File: src/rtl/router_pkg.sv
// ---------------------------------------------------------------------------
// router_pkg
// Shared definitions for the 1x3 router write-path controller.
//   state_e      : packet state machine encoding (8 states, 3 bits)
//   ADDR_INVALID : header address that selects no output port
//   NUM_PORTS    : number of output FIFOs
//   port_bit     : pick one per-port flag by a 2-bit address (0 for the
//                  invalid address, so no out-of-range indexing occurs)
//   port_onehot  : one-hot decode of a 2-bit address (0 for invalid)
// ---------------------------------------------------------------------------
package router_pkg;

    localparam int NUM_PORTS = 3;
    localparam logic [1:0] ADDR_INVALID = 2'b11;

    typedef enum logic [2:0] {
        DECODE_ADDRESS     = 3'd0,
        LOAD_FIRST_DATA    = 3'd1,
        LOAD_DATA          = 3'd2,
        WAIT_TILL_EMPTY    = 3'd3,
        FIFO_FULL_STATE    = 3'd4,
        LOAD_AFTER_FULL    = 3'd5,
        LOAD_PARITY        = 3'd6,
        CHECK_PARITY_ERROR = 3'd7
    } state_e;

    function automatic logic port_bit(input logic [NUM_PORTS-1:0] v,
                                      input logic [1:0]           a);
        logic r;
        case (a)
            2'd0:    r = v[0];
            2'd1:    r = v[1];
            2'd2:    r = v[2];
            default: r = 1'b0;
        endcase
        return r;
    endfunction

    function automatic logic [NUM_PORTS-1:0] port_onehot(input logic [1:0] a);
        logic [NUM_PORTS-1:0] r;
        case (a)
            2'd0:    r = 3'b001;
            2'd1:    r = 3'b010;
            2'd2:    r = 3'b100;
            default: r = 3'b000;
        endcase
        return r;
    endfunction

endpackage

File: src/rtl/router_timeout.sv
// ---------------------------------------------------------------------------
// router_timeout
// Read-timeout watchdog for one output port. Counts cycles during which the
// port holds valid data that nobody reads; after TIMEOUT such cycles it emits
// a registered one-cycle soft_reset pulse and starts counting again.
//   clk          : system clock
//   reset        : synchronous active-high reset
//   valid_i      : output port has data available
//   read_enb_i   : destination is reading this port
//   soft_reset_o : one-cycle flush pulse for this port's FIFO
// ---------------------------------------------------------------------------
module router_timeout #(
    parameter int TIMEOUT = 30,
    parameter int CW      = 5
) (
    input  logic clk,
    input  logic reset,
    input  logic valid_i,
    input  logic read_enb_i,
    output logic soft_reset_o
);

    localparam logic [CW-1:0] LAST_COUNT = CW'(TIMEOUT - 1);

    logic [CW-1:0] count_q, count_d;
    logic          pulse_q, pulse_d;

    always_comb begin
        count_d = count_q;
        pulse_d = 1'b0;
        if (!valid_i || read_enb_i) begin
            // Any read, or an empty port, restarts the measurement.
            count_d = '0;
        end else if (count_q == LAST_COUNT) begin
            // TIMEOUT consecutive unread cycles: fire and start over.
            count_d = '0;
            pulse_d = 1'b1;
        end else begin
            count_d = count_q + CW'(1);
        end
    end

    always_ff @(posedge clk) begin
        if (reset) begin
            count_q <= '0;
            pulse_q <= 1'b0;
        end else begin
            count_q <= count_d;
            pulse_q <= pulse_d;
        end
    end

    assign soft_reset_o = pulse_q;

endmodule

File: src/rtl/router_ctrl.sv
// ---------------------------------------------------------------------------
// router_ctrl
// Packet-sequencing controller for the 1x3 router write path.
//   Inputs : clk, reset (sync, active-high), pkt_valid, data_in[1:0] (header
//            address), parity_done, low_pkt_valid, fifo_empty[2:0],
//            fifo_full[2:0], read_enb[2:0]
//   Outputs: state strobes (detect_add, lfd_state, ld_state, laf_state,
//            full_state, rst_int_reg), write_enb_reg, busy, write_enb[2:0]
//            one-hot FIFO write enable, fifo_full_sel, valid_out[2:0],
//            soft_reset[2:0] read-timeout flush pulses
// The state strobes are decoded combinationally from the state register.
// ---------------------------------------------------------------------------
module router_ctrl
    import router_pkg::*;
#(
    parameter int TIMEOUT = 30,
    parameter int CW      = 5     // 2**CW must be >= TIMEOUT
) (
    input  logic       clk,
    input  logic       reset,
    input  logic       pkt_valid,
    input  logic [1:0] data_in,
    input  logic       parity_done,
    input  logic       low_pkt_valid,
    input  logic [2:0] fifo_empty,
    input  logic [2:0] read_enb,
    output logic       detect_add,
    output logic       lfd_state,
    output logic       ld_state,
    output logic       laf_state,
    output logic       full_state,
    output logic       rst_int_reg,
    output logic       write_enb_reg,
    output logic       busy,
    output logic [2:0] write_enb,
    input  logic [2:0] fifo_full,
    output logic       fifo_full_sel,
    output logic [2:0] valid_out,
    output logic [2:0] soft_reset
);

    state_e     state_q, state_d;
    logic [1:0] addr_q, addr_d;

    // ------------------------------------------------------------------
    // Per-port flags and timeout watchdogs
    // ------------------------------------------------------------------
    assign valid_out = ~fifo_empty;

    for (genvar gi = 0; gi < NUM_PORTS; gi++) begin : g_timeout
        router_timeout #(
            .TIMEOUT (TIMEOUT),
            .CW      (CW)
        ) u_timeout (
            .clk          (clk),
            .reset        (reset),
            .valid_i      (valid_out[gi]),
            .read_enb_i   (read_enb[gi]),
            .soft_reset_o (soft_reset[gi])
        );
    end

    // Full flag of the port the current packet is heading to. The invalid
    // address maps to "not full" so a dropped header never stalls anything.
    assign fifo_full_sel = port_bit(fifo_full, addr_q);

    // ------------------------------------------------------------------
    // Address latch: captured on every header byte, including the invalid
    // address, so fifo_full_sel and write_enb track the last header seen.
    // ------------------------------------------------------------------
    always_comb begin
        addr_d = addr_q;
        if (detect_add && pkt_valid) begin
            addr_d = data_in;
        end
    end

    // ------------------------------------------------------------------
    // Next-state logic
    // ------------------------------------------------------------------
    always_comb begin
        state_d = state_q;
        case (state_q)
            DECODE_ADDRESS: begin
                // Header decisions use data_in directly; addr_q is only
                // loaded on this same edge.
                if (pkt_valid && data_in != ADDR_INVALID) begin
                    if (port_bit(fifo_empty, data_in)) begin
                        state_d = LOAD_FIRST_DATA;
                    end else begin
                        state_d = WAIT_TILL_EMPTY;
                    end
                end
            end
            WAIT_TILL_EMPTY: begin
                if (port_bit(fifo_empty, addr_q)) begin
                    state_d = LOAD_FIRST_DATA;
                end
            end
            LOAD_FIRST_DATA: begin
                state_d = LOAD_DATA;
            end
            LOAD_DATA: begin
                // A full FIFO wins over end-of-packet.
                if (fifo_full_sel) begin
                    state_d = FIFO_FULL_STATE;
                end else if (!pkt_valid) begin
                    state_d = LOAD_PARITY;
                end
            end
            FIFO_FULL_STATE: begin
                if (!fifo_full_sel) begin
                    state_d = LOAD_AFTER_FULL;
                end
            end
            LOAD_AFTER_FULL: begin
                if (parity_done) begin
                    state_d = DECODE_ADDRESS;
                end else if (low_pkt_valid) begin
                    state_d = LOAD_PARITY;
                end else begin
                    state_d = LOAD_DATA;
                end
            end
            LOAD_PARITY: begin
                state_d = CHECK_PARITY_ERROR;
            end
            CHECK_PARITY_ERROR: begin
                if (fifo_full_sel) begin
                    state_d = FIFO_FULL_STATE;
                end else begin
                    state_d = DECODE_ADDRESS;
                end
            end
            default: begin
                state_d = DECODE_ADDRESS;
            end
        endcase

        // A timeout flush of the active port abandons the packet in flight.
        if (state_q != DECODE_ADDRESS && port_bit(soft_reset, addr_q)) begin
            state_d = DECODE_ADDRESS;
        end
    end

    always_ff @(posedge clk) begin
        if (reset) begin
            state_q <= DECODE_ADDRESS;
            addr_q  <= 2'b00;
        end else begin
            state_q <= state_d;
            addr_q  <= addr_d;
        end
    end

    // ------------------------------------------------------------------
    // Moore outputs
    // ------------------------------------------------------------------
    assign detect_add    = (state_q == DECODE_ADDRESS);
    assign lfd_state     = (state_q == LOAD_FIRST_DATA);
    assign ld_state      = (state_q == LOAD_DATA);
    assign laf_state     = (state_q == LOAD_AFTER_FULL);
    assign full_state    = (state_q == FIFO_FULL_STATE);
    assign rst_int_reg   = (state_q == CHECK_PARITY_ERROR);
    assign write_enb_reg = (state_q == LOAD_DATA) ||
                           (state_q == LOAD_PARITY) ||
                           (state_q == LOAD_AFTER_FULL);
    // The source may only push bytes while decoding a header or streaming
    // payload; every other state stalls it.
    assign busy          = !((state_q == DECODE_ADDRESS) || (state_q == LOAD_DATA));

    assign write_enb     = write_enb_reg ? port_onehot(addr_q) : 3'b000;

endmodule

File: config.mk
export PLATFORM = sky130hd
export DESIGN_NAME = router_ctrl
export DESIGN_NICKNAME = d
export VERILOG_FILES = /design/src/rtl/router_pkg.sv /design/src/rtl/router_timeout.sv /design/src/rtl/router_ctrl.sv
export SDC_FILE = /design/constraint.sdc
export NUM_CORES = 1
export LEC_CHECK = 0
export CAP_MARGIN = 40
export CORE_ASPECT_RATIO = 0.9
export CORE_MARGIN = 8
export CORE_UTILIZATION = 50
export DETAILED_ROUTE_END_ITERATION = 12
export PLACE_DENSITY_LB_ADDON = 0.05
export RECOVER_POWER = 50
export SLEW_MARGIN = 40
export SYNTH_ARGS = -nofsm -noshare
export SYNTH_HDL_FRONTEND = slang
export SYNTH_SLANG_ARGS = --single-unit
File: constraint.sdc
create_clock -name clk -period 3.8 [get_ports clk]
set_input_delay 0.38 -clock clk [delete_from_list [all_inputs] [get_ports clk]]
set_output_delay 0.38 -clock clk [all_outputs]
set_load 0.005 [all_outputs]
==> results of run 1 <==
sequential cells by signal, indices dropped and copies added (netlist names):
| name | flops |
|---|---|
| g_timeout.u_timeout.count_q | 15 |
| addr_q | 2 |
| g_timeout.u_timeout.soft_reset_o | 3 |
| state_q | 3 |
routing by layer:
metal | up-vias | GRT usage
met3 | 4 | 0.0394
met1 | 479 | 0.144
met5 | - | 0
met4 | 0 | 0.0460
li1 | 546 | -
met2 | 29 | 0.205
cells in the final DEF (no fill, tap or decap), drive strengths merged, types with 2 or more instances in the layout:
cell type and n:
a21oi 5, nand3 7, nor2b 4, nand2 11
dfxtp 23, ha 6, inv 10, nand3b 3
clkdlybuf4s50 32, xnor2 3, and3 2, mux2i 4
nand4 3, nor2 25, clkinv 2, nor3b 3
clkbuf 3, xor2 6, nor3 4
layout make-up:
class / count / area [um^2] / share of cell area
multi-input combinational: 102 / 649 / 0.421
sequential: 23 / 460 / 0.298
timing repair buffer: 33 / 330 / 0.214
inverter: 11 / 41.3 / 0.0267
tap: 28 / 35.0 / 0.0227
clock buffer: 3 / 22.5 / 0.0146
clock inverter: 1 / 5.00 / 0.00324
synthesized netlist by cell type, drive strengths merged:
library cell	n	area (um^2)
o21bai	1	7.51
or3	1	6.26
dfxtp	23	460
nor3b	3	22.5
o21ai	1	5.00
o211ai	1	7.51
a221oi	1	8.76
a21oi	5	25.0
xnor2	3	26.3
o2111ai	1	15.0
nor3	4	20.0
o311ai	1	16.3
nand3	7	35.0
xor2	6	52.6
o21a	1	8.76
ha	6	75.1
nand3b	3	22.5
a211o	1	8.76
mux2i	4	40.0
nor2	25	93.8
inv	10	37.5
buf	10	77.6
a311oi	1	8.76
or4	1	7.51
clkinv	1	3.75
nand4	3	18.8
nor4bb	1	10.0
or2	1	6.26
nor2b	4	25.0
and3	2	12.5
a21o	1	7.51
a22oi	1	7.51
a211oi	1	7.51
nand2	11	41.3
worst paths after layout:
kind	from	endpoint	slack [ns]	cells after the start
worst max-delay path	state_q[0]$_SDFFE_PP0P_	write_enb[2]	1.45	4
worst min-delay path	g_timeout[0].u_timeout.count_q[0]$_SDFF_PP0_	g_timeout[0].u_timeout.count_q[0]$_SDFF_PP0_	0.48	1
worst max register to register	addr_q[1]$_SDFFE_PP0P_	state_q[0]$_SDFFE_PP0P_	1.89	5
worst min register to register	g_timeout[0].u_timeout.count_q[0]$_SDFF_PP0_	g_timeout[0].u_timeout.count_q[0]$_SDFF_PP0_	0.48	1
where the power goes:
group          internal (W)  total (W)  switching, W
clock network     0.0000393   0.000112     0.0000731
logic              0.000188   0.000331      0.000144
registers          0.000263   0.000320     0.0000567
through the flow:
stage               worst slack (ns)  hold WS (ns)   util  power (W)  std cells
finish                          1.45         0.485  0.648   0.000764        201
global route                    1.33         0.506  0.648   0.000815        201
detailed placement              1.66         0.458  0.637   0.000657        197
floorplan                       2.24         0.433      -   0.000510        146
global placement                1.69         0.444  0.637   0.000649        197
CTS                             1.43         0.489  0.648   0.000770        201
worst max-delay path: cells and delay by family (launching register included):
family	cells	cell delay, ns
simple gates	3	0.51
flops	1	0.62
buf+inv	1	0.54
cell families after synthesis:
logic type,share of synthesized area
and+or+nand+nor,0.262
DFF,0.375
buffers and inverters,0.0967
AOI/OAI and AO/OA,0.109
xor gates and xnor gates,0.0642
adders and majority gates,0.0611
muxes,0.0326
==> metrics.txt, run 1 <==
clk buf depth=2; CP max-delay cell=dfxtp_1; final wirelength=2.69 mm; leakage power=0.593 nW; Final Skew=0.00744 ns; Layout area overhead=25.7%; CP Data Required Time=3.42 ns; crit-path max cell delay=0.62 ns; first-pass GRT wire length=4.26 mm; Syn Nets=168; period utilisation layout=0.618; number of cells upsized or downsized after cts=0; worst rel slew slack=0.700; hpwl dp=2.10 mm; placed cell areas=1520 um^2; met1 wire length=1.20 mm; via count=1058; initial drt markers=48; Final Critical Period=2.35 ns; Yosys Warn Count=0; outcome=completed; RSZ-0062 raised after global routing=false; IO Count=34; CP Class=flop to output pin; highest metal used=met4; drt via density=5.26; CTS tree=built; final instance area=1540 um^2; VDD IR max=0.358 mV; fmax=0.426 GHz; Setup violations, final=0; cell area after synthesis=1230 um^2; Sink Count=23; DRC=0; Mapped Cells=146; clock root cell=clkbuf_4; Post-CTS Setup Inserts=0; router iterations before antenna repair=4; register area share after synthesis=0.375; Final ANT Viol Nets=0; final net count=196; Power Density=495 nW/um^2; Met2 Wirelength=1.23 mm; Yosys cell types=37; Overflow after GRT=0; clock-pin slew on the worst setup and hold paths=0.12 ns; min-delay worst type=flop to flop; number of global-route vias before repair=974; Crit Path Max Fanout=15; Setup crit end kind=output pin; Tot GR Track Use=0.125; CTS HTree Levels=1; synthesized flop and latch total=23; syn avg cell area=8.42 um^2; # diodes=0; worst path arrival time=1.97 ns; chip height=63.0 um; Worst Tran Pin Value=0.449 ns; Setup TNS=0 ns; die area=4300 um^2; largest net degree at the start of global routing=16; Final Hold Vio Count=0; core area=2380 um^2; share of cells above drive strength 1=0.0462; CP cell instances=and3_1 -> nor2_1 -> nor3b_1 -> clkdlybuf4s50_1; total of max-cap violations=0; Die X=68.3 um; row cnt=17; Worst Setup Start Kind=flop; met3 wire length=232 um; port buffer count=33; wire per inst=13.4 um; cts hold-fix bufs=0; clock latency on the worst-skew pair=0.31 ns; initial antenna violation count=0; initial core utilization=0.516; max-slew violations=0; Fillers=213; GP Congestion=0.868; cts bufs inserted=3
(Power assumes the default switching activity.)
==> run 2: changes to the inputs <==
--- a/config.mk
+++ b/config.mk
@@ -8,7 +8,7 @@
 export CAP_MARGIN = 40
 export CORE_ASPECT_RATIO = 0.9
 export CORE_MARGIN = 8
-export CORE_UTILIZATION = 50
+export CORE_UTILIZATION = 42
 export DETAILED_ROUTE_END_ITERATION = 12
 export PLACE_DENSITY_LB_ADDON = 0.05
 export RECOVER_POWER = 50
==> constraint.sdc (replaced) <==
create_clock -name clk -period 1.9 [get_ports clk]
set_input_delay 0.19 -clock clk [delete_from_list [all_inputs] [get_ports clk]]
set_output_delay 0.19 -clock clk [all_outputs]
set_load 0.005 [all_outputs]
==> metrics.txt, run 2 (synthesis results as in run 1) <==
outcome=completed; number of flip-flops under the largest register name=15; GP Congestion=0.848; highest metal used=met3; max-slew violations=0; core area=2770 um^2; clk buf depth=2; period utilisation layout=0.942; CP Class=flop to output pin; Overflow after GRT=0; drt via density=4.93; Worst Tran Pin Value=0.232 ns; worst rel slew slack=0.841; final instance area=1640 um^2; fmax=0.559 GHz; most frequent cells in the layout=27 x clkdlybuf4s50_1, 24 x nor2_1, 19 x dfxtp_1, 11 x nand2_1, 8 x inv_1; Final Critical Period=1.79 ns; port buffer count=33; CP cell instances=clkbuf_1 -> and3_1 -> clkdlybuf4s50_1; Final ANT Viol Nets=0; final net count=204; RSZ-0062 raised after global routing=false; largest net degree at the start of global routing=14; wire per inst=12.3 um; final wirelength=2.72 mm; Power Density=968 nW/um^2; first-pass GRT wire length=4.60 mm; IO Count=34; chip height=67.3 um; CP Data Required Time=1.71 ns; pre-CTS WS=0.0944 ns; min-delay worst type=flop to flop; DRC=0; initial drt markers=85; CTS tree=built; met1 wire length=1.28 mm; clock latency on the worst-skew pair=0.30 ns; CP max-delay cell=clkdlybuf4s50_1; leakage power=0.658 nW; largest reg by FF count=g_timeout.u_timeout.count_q; crit-path max cell delay=0.51 ns; Setup crit end kind=output pin; Layout area overhead=33.2%; die area=4910 um^2; total of max-cap violations=0; # diodes=0; Crit Path Max Fanout=7; met3 wire length=228 um; VDD IR max=0.414 mV; Final Hold Vio Count=0; row cnt=18; share of cells above drive strength 1=0.127; hold slack=0.478 ns; CTS HTree Levels=1; Worst Setup Start Kind=flop; clock-pin slew on the worst setup and hold paths=0.12 ns; Tot GR Track Use=0.116; Met2 Wirelength=1.21 mm; clock root cell=clkbuf_4; number of global-route vias before repair=1017; Final Skew=0.00433 ns; Setup TNS=0 ns; hpwl dp=2.20 mm; router iterations before antenna repair=4; Die X=73.0 um; Sink Count=23; initial antenna violation count=0; placed cell areas=1580 um^2; via count=1090; Setup violations, final=0; worst setup margin=0.111 ns; cts bufs inserted=3; initial core utilization=0.444; worst path arrival time=1.60 ns; commonest non-fill, non-tap cell in the layout=clkdlybuf4s50_1
==> run 2: worst max-delay path, delay by kind of cell (launching register included) <==
| family | cells | cell delay (ns) |
|---|---|---|
| AND/OR/NAND/NOR | 1 | 0.19 |
| buffers and inverters | 2 | 0.76 |
| flip-flops | 1 | 0.36 |
==> run 2: repair_timing <==
action,CTS,global route
setup buffers,0,1
setup endpoints to repair,7,2
endpoints found under the hold margin,0,0
resized for setup,12,5
hold buffers,0,0
pin swaps,0,0
==> run 2: per-stage QoR <==
step                      cells  utilization  power [W]
after detailed placement    216        0.572    0.00137
after CTS                   220        0.585    0.00161
final                       221        0.591    0.00158
after global placement      216        0.572    0.00136
after floorplan             146            -    0.00102
after global routing        221        0.591    0.00172
==> run 2: path summary, 6_finish.rpt <==
check / startpoint / to / slack, ns / depth (start not counted)
worst max-delay path: state_q[1]$_SDFFE_PP0P_ / rst_int_reg / 0.11 / 3
worst min-delay path: g_timeout[1].u_timeout.count_q[0]$_SDFF_PP0_ / g_timeout[1].u_timeout.count_q[0]$_SDFF_PP0_ / 0.48 / 1
worst max register to register: state_q[1]$_SDFFE_PP0P_ / state_q[1]$_SDFFE_PP0P_ / 0.18 / 7
worst min register to register: g_timeout[1].u_timeout.count_q[0]$_SDFF_PP0_ / g_timeout[1].u_timeout.count_q[0]$_SDFF_PP0_ / 0.48 / 1
==> run 2: power breakdown <==
group	switching, W	leakage (nW)	internal [W]
clock network	0.000140	0.0177	0.0000785
registers	0.0000678	0.189	0.000539
logic	0.000347	0.452	0.000413
==> run 2: metal layers <==
metal / vias up / track usage
met1: 493 / 0.151
met5: - / 0
met4: 0 / 0.0299
met2: 37 / 0.182
li1: 560 / -
met3: 0 / 0.0385
==> run 2: area by class of cell <==
class | instances | area, um^2
Clock buffer | 3 | 22.5
Timing Repair Buffer | 41 | 384
Sequential cell | 23 | 473
Clock inverter | 1 | 5.00
Multi-Input combinational cell | 102 | 661
Tap cell | 40 | 50.0
Fill cell | 265 | 1130
Inverter | 11 | 41.3
==> run 3: changes to the inputs <==
--- a/config.mk
+++ b/config.mk
@@ -8,7 +8,8 @@
 export CAP_MARGIN = 40
 export CORE_ASPECT_RATIO = 0.9
 export CORE_MARGIN = 8
-export CORE_UTILIZATION = 42
+export CORE_UTILIZATION = 44
+export CTS_BUF_LIST = sky130_fd_sc_hd__clkbuf_4 sky130_fd_sc_hd__clkbuf_8
 export DETAILED_ROUTE_END_ITERATION = 12
 export PLACE_DENSITY_LB_ADDON = 0.05
 export RECOVER_POWER = 50
==> constraint.sdc (replaced) <==
create_clock -name clk -period 1.9 [get_ports clk]
set_input_delay 0.19 -clock clk [delete_from_list [all_inputs] [get_ports clk]]
set_output_delay 0.19 -clock clk [all_outputs]
set_load 0.01 [all_outputs]
==> metrics.txt, run 3 (synthesis results as in run 1) <==
Crit Path Max Fanout=10; CP max-delay cell=clkdlybuf4s50_1; clk buf depth=2; IO Count=34; RSZ-0062 raised after global routing=false; Final Skew=0.00531 ns; Post-CTS Setup Inserts=0; largest reg by FF count=g_timeout.u_timeout.count_q; leakage power=0.678 nW; GP Congestion=0.889; Worst Tran Pin Value=0.281 ns; VDD IR max=0.556 mV; Setup crit end kind=output pin; # diodes=0; initial antenna violation count=0; worst path arrival time=1.60 ns; number of global-route vias before repair=1064; Tot GR Track Use=0.129; Fillers=266; total power=0.00167 W; Sink Count=23; Power Density=1020 nW/um^2; core area=2700 um^2; Final Hold Vio Count=0; Placed Cells=207; row cnt=18; wire per inst=13.8 um; CP Buf/Inv Count=2; most frequent cells in the layout=26 x clkdlybuf4s50_1, 23 x nor2_1, 18 x dfxtp_1, 11 x nand2_1; CP cell instances=buf_4 -> and3_1 -> clkdlybuf4s50_1; Final Critical Period=1.79 ns; Cell Count, Final, Fillers Out=211; max-slew violations=0; initial core utilization=0.455; clock root cell=clkbuf_4; number of cells upsized or downsized after cts=9; largest net degree at the start of global routing=14; router iterations before antenna repair=4; die area=4740 um^2; cts hold-fix bufs=0; chip height=66.1 um; drt via density=5.22; via count=1101; area of the multi-input gates=668 um^2; Layout area overhead=33.2%; fmax=0.559 GHz; crit-path max cell delay=0.53 ns; CP Class=flop to output pin; total of max-cap violations=0; min-delay worst type=flop to flop; final wirelength=2.91 mm; outcome=completed; first-pass GRT wire length=4.98 mm; final net count=204; critical path's top delay family=buffers and inverters; number of flip-flops under the largest register name=15; Die X=71.7 um; initial drt markers=39; Setup violations, final=0; cts bufs inserted=3; share of cells above drive strength 1=0.144; worst rel slew slack=0.812; hpwl dp=2.26 mm; Setup TNS=0 ns; period utilisation layout=0.941; Worst Setup Start Kind=flop; Overflow after GRT=0; DRC=0; clock latency on the worst-skew pair=0.32 ns; register area=472 um^2; Final ANT Viol Nets=0; port buffer count=33; clock-pin slew on the worst setup and hold paths=0.13 ns; commonest non-fill, non-tap cell in the layout=clkdlybuf4s50_1; CP Data Required Time=1.71 ns; CTS tree=built; CTS HTree Levels=1
run 3: cell count changes in the layout (fill, tap and decap cells not counted), sizes merged:
cell	delta
buf	+1
clkbuf	-1
clkdlybuf4s50	-1
dlymetal6s2s	+1
run 3: path summary, 6_finish.rpt:
| path | end | slack [ns] | cells after the start | start |
|---|---|---|---|---|
| worst max-delay path | rst_int_reg | 0.11 | 3 | state_q[0]$_SDFFE_PP0P_ |
| worst min-delay path | g_timeout[2].u_timeout.count_q[0]$_SDFF_PP0_ | 0.48 | 1 | g_timeout[2].u_timeout.count_q[0]$_SDFF_PP0_ |
| worst max register to register | state_q[0]$_SDFFE_PP0P_ | 0.32 | 5 | addr_q[1]$_SDFFE_PP0P_ |
| worst min register to register | g_timeout[2].u_timeout.count_q[0]$_SDFF_PP0_ | 0.48 | 1 | g_timeout[2].u_timeout.count_q[0]$_SDFF_PP0_ |
run 3: layout make-up:
class / count / area share
tap: 30 / 0.0229
clock buffer: 3 / 0.0138
clock inverter: 1 / 0.00306
sequential: 23 / 0.288
multi-input combinational: 102 / 0.408
inverter: 11 / 0.0252
timing repair buffer: 41 / 0.239
run 3: report_power, final:
group,internal (W),switching (W),leakage [nW]
Combinational,0.000419,0.000412,0.471
Clock,0.0000788,0.000153,0.0177
Sequential,0.000537,0.0000667,0.189
Total,0.00103,0.000632,0.678
run 3: layer usage:
| layer | vias up | GRT usage | share of wire |
|---|---|---|---|
| met5 | - | 0 | 0 |
| met4 | 0 | 0.0534 | 0.012 |
| met1 | 495 | 0.157 | 0.46 |
| met3 | 4 | 0.0439 | 0.084 |
| li1 | 560 | - | - |
| met2 | 42 | 0.205 | 0.45 |
run 3: stage by stage:
| stage | cell area, um^2 | hold slack (ns) | utilization | worst slack, ns |
|---|---|---|---|---|
| after floorplan | 1230 | 0.259 | - | 0.339 |
| after global placement | 1580 | 0.443 | 0.584 | 0.124 |
| after detailed placement | 1580 | 0.454 | 0.584 | 0.109 |
| after CTS | 1610 | 0.485 | 0.595 | 0.00283 |
| after global routing | 1640 | 0.501 | 0.606 | 0.0404 |
| final | 1640 | 0.478 | 0.606 | 0.112 |
